`config.mk`:
```
export PLATFORM = sky130hd
export DESIGN_NAME = gfsk_tx_controller
export DESIGN_NICKNAME = d
export VERILOG_FILES = /design/src/rtl/gfsk_tx_pkg.sv /design/src/rtl/gfsk_tx_byte_prefetch.sv /design/src/rtl/gfsk_tx_controller.sv
export SDC_FILE = /design/constraint.sdc
export NUM_CORES = 1
export LEC_CHECK = 0
export CAP_MARGIN = 0
export CELL_PAD_IN_SITES_DETAIL_PLACEMENT = 0
export CELL_PAD_IN_SITES_GLOBAL_PLACEMENT = 1
export CORE_MARGIN = 1.5
export CORE_UTILIZATION = 43
export DETAILED_ROUTE_END_ITERATION = 10
export PLACE_DENSITY_LB_ADDON = 0.1
export SLEW_MARGIN = 40
export SYNTH_ARGS = -nofsm -noshare
export SYNTH_HDL_FRONTEND = slang
export SYNTH_SLANG_ARGS = --single-unit
```
`constraint.sdc`:
```
create_clock -name clk -period 2.6 [get_ports clk]
set_input_delay 0.39 -clock clk [delete_from_list [all_inputs] [get_ports clk]]
set_output_delay 0.39 -clock clk [all_outputs]
set_load 0.01 [all_outputs]
```
`src/rtl/gfsk_tx_pkg.sv`:
```
// gfsk_tx_pkg: shared states, constants and counter-width helper for the GFSK tx controller
package gfsk_tx_pkg;
  typedef enum logic [1:0] {IDLE, LOAD, SHIFT, DRAIN} state_t;
  localparam int BITS_PER_BYTE = 8;
  function automatic int cnt_w(input int n);
    return (n > 2) ? $clog2(n) : 1;
  endfunction
endpackage

```
`src/rtl/gfsk_tx_byte_prefetch.sv`:
```
// gfsk_tx_byte_prefetch: one-entry byte buffer with valid/ready fill, same-cycle bypass and pop/empty drain
module gfsk_tx_byte_prefetch (
  input  logic       clk,
  input  logic       rst,
  input  logic       flush,
  input  logic       en,
  input  logic [7:0] byte_in,
  input  logic       byte_in_valid,
  input  logic       pop,
  output logic       ready,
  output logic [7:0] data,
  output logic       avail,
  output logic       empty
);
  logic       full;
  logic [7:0] buf_q;
  always_comb begin
    ready = en && !full;
    empty = !full;
    avail = full || (ready && byte_in_valid);
    data  = full ? buf_q : byte_in;
  end
  always_ff @(posedge clk) begin
    if (rst || flush || pop) begin
      full <= 1'b0;
      if (rst) buf_q <= '0;
    end else if (ready && byte_in_valid) begin
      full  <= 1'b1;
      buf_q <= byte_in;
    end
  end
endmodule

```
`src/rtl/gfsk_tx_controller.sv`:
```
// gfsk_tx_controller: packet sequencer serializing bytes LSB-first at symbol pace, then draining the modulator
module gfsk_tx_controller
  import gfsk_tx_pkg::*;
#(
  parameter int SAMPLE_PER_SYMBOL = 8,
  parameter int LEN_BIT_WIDTH     = 8,
  parameter int DRAIN_TIMEOUT     = 1024
) (
  input  logic                     clk,
  input  logic                     rst,
  input  logic                     tx_start,
  input  logic [LEN_BIT_WIDTH-1:0] tx_len_byte,
  input  logic [7:0]               byte_in,
  input  logic                     byte_in_valid,
  output logic                     byte_in_ready,
  output logic                     phy_bit,
  output logic                     bit_valid,
  output logic                     bit_valid_last,
  input  logic                     sin_cos_out_valid_last,
  output logic                     tx_busy,
  output logic                     tx_done,
  output logic                     tx_err
);
  localparam int SW = cnt_w(SAMPLE_PER_SYMBOL);
  localparam int DW = cnt_w(DRAIN_TIMEOUT);
  localparam logic [SW-1:0] SYM_LAST   = SW'(SAMPLE_PER_SYMBOL - 1);
  localparam logic [DW-1:0] DRAIN_LAST = DW'(DRAIN_TIMEOUT - 1);
  state_t                   state;
  logic [BITS_PER_BYTE-1:0] sreg;
  logic [3:0]               bit_cnt;
  logic [SW-1:0]            sym_cnt;
  logic [DW-1:0]            drain_cnt;
  logic [LEN_BIT_WIDTH-1:0] bytes_left;
  logic                     err_flag;
  logic                     slot, need, hs, pf_en, pf_flush, pf_ready, pf_pop, pf_avail, pf_empty;
  logic [7:0]               pf_data;
  assign slot          = state == SHIFT && sym_cnt == SYM_LAST;
  assign need          = slot && bit_cnt == 4'(BITS_PER_BYTE);
  assign pf_en         = state == SHIFT && bytes_left != '0;
  assign pf_flush      = state != SHIFT;
  assign pf_pop        = need && pf_avail;
  assign byte_in_ready = state == LOAD || pf_ready;
  assign hs            = byte_in_valid && byte_in_ready;
  assign tx_busy       = state != IDLE;
  gfsk_tx_byte_prefetch u_prefetch (
    .clk           (clk),
    .rst           (rst),
    .flush         (pf_flush),
    .en            (pf_en),
    .byte_in       (byte_in),
    .byte_in_valid (byte_in_valid),
    .pop           (pf_pop),
    .ready         (pf_ready),
    .data          (pf_data),
    .avail         (pf_avail),
    .empty         (pf_empty)
  );
  always_ff @(posedge clk) begin
    if (rst) begin
      state          <= IDLE;
      sreg           <= '0;
      bit_cnt        <= '0;
      sym_cnt        <= '0;
      drain_cnt      <= '0;
      bytes_left     <= '0;
      err_flag       <= 1'b0;
      phy_bit        <= 1'b0;
      bit_valid      <= 1'b0;
      bit_valid_last <= 1'b0;
      tx_done        <= 1'b0;
      tx_err         <= 1'b0;
    end else begin
      bit_valid      <= 1'b0;
      bit_valid_last <= 1'b0;
      tx_done        <= 1'b0;
      tx_err         <= 1'b0;
      if (hs && bytes_left != '0) bytes_left <= bytes_left - 1'b1;
      case (state)
        IDLE: begin
          if (tx_start && tx_len_byte == '0) tx_err <= 1'b1;
          else if (tx_start) begin
            bytes_left <= tx_len_byte;
            err_flag   <= 1'b0;
            state      <= LOAD;
          end
        end
        LOAD: begin
          if (byte_in_valid) begin
            phy_bit   <= byte_in[0];
            bit_valid <= 1'b1;
            sreg      <= byte_in >> 1;
            bit_cnt   <= 4'd1;
            sym_cnt   <= '0;
            state     <= SHIFT;
          end
        end
        SHIFT: begin
          sym_cnt   <= slot ? '0 : sym_cnt + 1'b1;
          drain_cnt <= '0;
          if (slot) begin
            bit_valid <= 1'b1;
            if (!need) begin
              phy_bit <= sreg[0];
              sreg    <= sreg >> 1;
              bit_cnt <= bit_cnt + 1'b1;
              if (bit_cnt == 4'(BITS_PER_BYTE - 1) && bytes_left == '0 && pf_empty) begin
                bit_valid_last <= 1'b1;
                state          <= DRAIN;
              end
            end else if (pf_avail) begin
              phy_bit <= pf_data[0];
              sreg    <= pf_data >> 1;
              bit_cnt <= 4'd1;
            end else begin
              phy_bit        <= 1'b0;
              bit_valid_last <= 1'b1;
              tx_err         <= 1'b1;
              err_flag       <= 1'b1;
              state          <= DRAIN;
            end
          end
        end
        DRAIN: begin
          drain_cnt <= drain_cnt + 1'b1;
          if (sin_cos_out_valid_last) begin
            tx_done <= !err_flag;
            state   <= IDLE;
          end else if (drain_cnt == DRAIN_LAST) begin
            tx_err <= 1'b1;
            state  <= IDLE;
          end
        end
        default: state <= IDLE;
      endcase
    end
  end
endmodule

```
==> results.py <==
metrics = {
    "die": {
        "core_um2": 5850,
        "rows": 28,
        "die_area_um2": 6490,
        "start_util_pct": 44.2,
        "io_pins": 28,
        "die_y_um": 80.5,
        "die_x_um": 80.5,
    },
    "critical_path": {
        "cp-end-kind": "primary output",
        "cp.required_ps": 2210,
        "critPathTopFamily": "simple AND/OR/NAND/NOR gates",
        "r2r_slack_ps": 410,
        "crit_chain": "inv_1, ha_1, or3b_4, or2_1, a21o_1, dlymetal6s2s_1",
        "crit_arrival_ps": 1860,
        "r2r_start": "bytes_left[3]$_SDFF_PP0_",
        "crit_start": "bytes_left[0]$_SDFF_PP0_",
        "cp-start-kind": "flop",
        "critPathBufInv": 2,
        "cp_slowest_stage_delay_ps": 400,
        "critPathMaxFanout": 4,
        "path_class": "flop to primary output",
        "cpMaxStageDelayCell": "or3b_4",
    },
    "placed_design": {
        "port_buffers": 27,
        "post_dp_cell_area_um2": 2950,
        "hpwlAfterDp_um": 4280,
        "gp_congestion": 0.797,
    },
    "grt": {
        "grt_pass1_wl_um": 9850,
        "antenna_found_initial": 0,
        "grt_overflow": 0,
        "grt_max_degree": 32,
        "track_usage_pct": 19.8,
        "grt_pass1_vias": 2052,
    },
    "final_layout": {
        "antenna_cells": 0,
        "fin_util_pct": 52.1,
        "design_area_um2": 3050,
        "fillCellCount": 561,
        "seqCellArea_um2": 1060,
        "multi_input_area_um2": 1420,
        "finalNetCount": 353,
        "drive_gt1_share_pct": 7.14,
        "area_growth_syn_to_layout_pct": 17.9,
    },
    "route": {
        "dr.pass1.iters": 4,
        "wl_um": 5930,
        "vias": 2203,
        "antenna_left": 0,
        "viasPerCell": 5.55,
        "avgRoutedWirePerCell_um": 14.9,
        "drc": 0,
        "first_iter_violations": 65,
    },
    "run": {
        "cap_viol_max_count": 0,
    },
    "synthesis": {
        "synth_fp_nets": 325,
        "synth_most_common_cell": "dfxtp_1",
        "synth_top_cell_by_area": "dfxtp_1",
        "syn_inst": 293,
        "ys_ff_latch": 49,
        "synthTopCellsByArea": "dfxtp_1 (32%), edfxtp_1 (9.3%), nor2_1 (5.7%)",
        "synth_top_cells_by_count": "dfxtp_1 (41), nor2_1 (39), nand2_1 (21)",
        "synthArstFlopShare_pct": 0,
        "ys_warn_count": 0,
        "netlist_area_um2": 2580,
        "synth_edf_count": 8,
        "ys_seq_area_share_pct": 41.0,
        "postSynthAreaPerCell_um2": 8.82,
        "synth_top_area_share_pct": 31.8,
        "yosysUniqueCellTypes": 55,
        "synth_ff_type": "dfxtp_1",
    },
    "sta": {
        "drv_slew": 0,
        "fin_hold_ws_ps": 478,
        "relSlewSlack_pct": 70.8,
        "rsz0062_at_grt": "false",
        "tightest_slew_ps": 437,
        "post-route-period-util_pct": 86.5,
        "hold_viol": 0,
        "period_minus_slack_ps": 2250,
        "clock_skew_ps": 9.14,
        "setup_viol": 0,
        "max_freq_ghz": 0.444,
        "setup_tns_ps": 0,
    },
    "clock_tree": {
        "cts.htree.levels": 2,
        "postCtsSetupRepairBufs": 0,
        "cts_inserted_buffers": 5,
        "clk_pin_slew_ps": 90,
        "insertion_delay_ps": 300,
        "clock-sinks": 49,
        "max-clock-path-buffers": 2,
        "clock-root-buffer": "clkbuf_8",
        "cts_tree": "yes",
    },
    "power_and_ir_drop": {
        "p_leak_nw": 1.13,
        "total_power_mw": 2.53,
        "p_per_area_nw_per_um2": 831,
        "irDropWorstVdd_mv": 0.377,
    },
    "hold_path": {
        "hp-start": "err_flag$_SDFFE_PP0P_",
        "worst_hold_path_type": "flop to flop",
    },
    "status": {
        "status": "complete, no violations",
    },
}
## final timing paths
| check | to | depth (start not counted) |
|---|---|---|
| max | byte_in_ready | 6 |
| min | tx_done$_SDFF_PP0_ | 1 |
| max reg2reg | u_prefetch.buf_q[5]$_SDFFCE_PP0P_ | 6 |
| min reg2reg | tx_done$_SDFF_PP0_ | 1 |
## flip-flops by register name (all words and copies together) (netlist names)
| register | cells |
|---|---|
| state | 2 |
| bytes_left | 8 |
| sreg | 7 |
| u_prefetch.full | 1 |
| bit_valid | 1 |
| tx_err | 1 |
| tx_done | 1 |
| drain_cnt | 10 |
| bit_cnt | 4 |
| phy_bit | 1 |
| bit_valid_last | 1 |
| u_prefetch.buf_q | 8 |
| err_flag | 1 |
| sym_cnt | 3 |
## through the flow
stage               setup WS (ps)  instances
detailed placement            268        389
global placement              294        389
CTS                          32.6        397
global route                  225        397
floorplan                     565        293
finish                        350        397
## power breakdown
group / leakage (nW) / switching, mW / internal (mW)
sequential: 0.417 / 0.0996 / 0.914
clock: 0.0455 / 0.247 / 0.218
combinational: 0.671 / 0.587 / 0.468
## cells by family (layout without fill, tap and decap cells)
kind of cell | count (synthesis) | in the layout | synth area share (%)
compound gates | 72 | 72 | 20.0
xor+xnor | 7 | 7 | 2.37
fa+ha+maj | 11 | 11 | 5.32
buf+inv | 25 | 54 | 3.97
flops | 49 | 49 | 41.0
mux | 9 | 9 | 3.63
simple gates | 120 | 120 | 23.7
## cell type report
cell class / count / area share (%)
clock buffer: 8 / 2.96
multi-input combinational: 219 / 46.7
timing repair buffer: 36 / 11.2
tap: 75 / 3.08
inverter: 10 / 1.23
sequential: 49 / 34.8
## per-layer routing
| layer | GRT usage [%] | share of wire (%) | vias to the layer above |
|---|---|---|---|
| li1 | - | - | 1132 |
| met1 | 27.1 | 52 | 1037 |
| met2 | 31.2 | 44 | 27 |
| met3 | 3.64 | 2.8 | 7 |
| met4 | 6.72 | 1.2 | 0 |
| met5 | 0 | 0 | - |
## placed cells by master, fill, tap and decap left out, drive strengths merged, types with 4 or more instances in the layout
master,n
a211oi,10
nand3,7
dfxtp,41
inv,10
a22o,6
a21oi,13
buf,9
mux2i,6
o21ai,14
ha,11
nor2,39
clkdlybuf4s50,26
nor2b,4
xnor2,6
and2,11
edfxtp,8
nor3,11
a221oi,6
clkbuf,8
nand2,21
## timing repair
item | CTS | global route
hold buffers | 0 | 0
endpoints found under the setup margin | 1 | 1
resized for setup | 1 | 1
No activity file was read; power rests on OpenSTA's default activity.
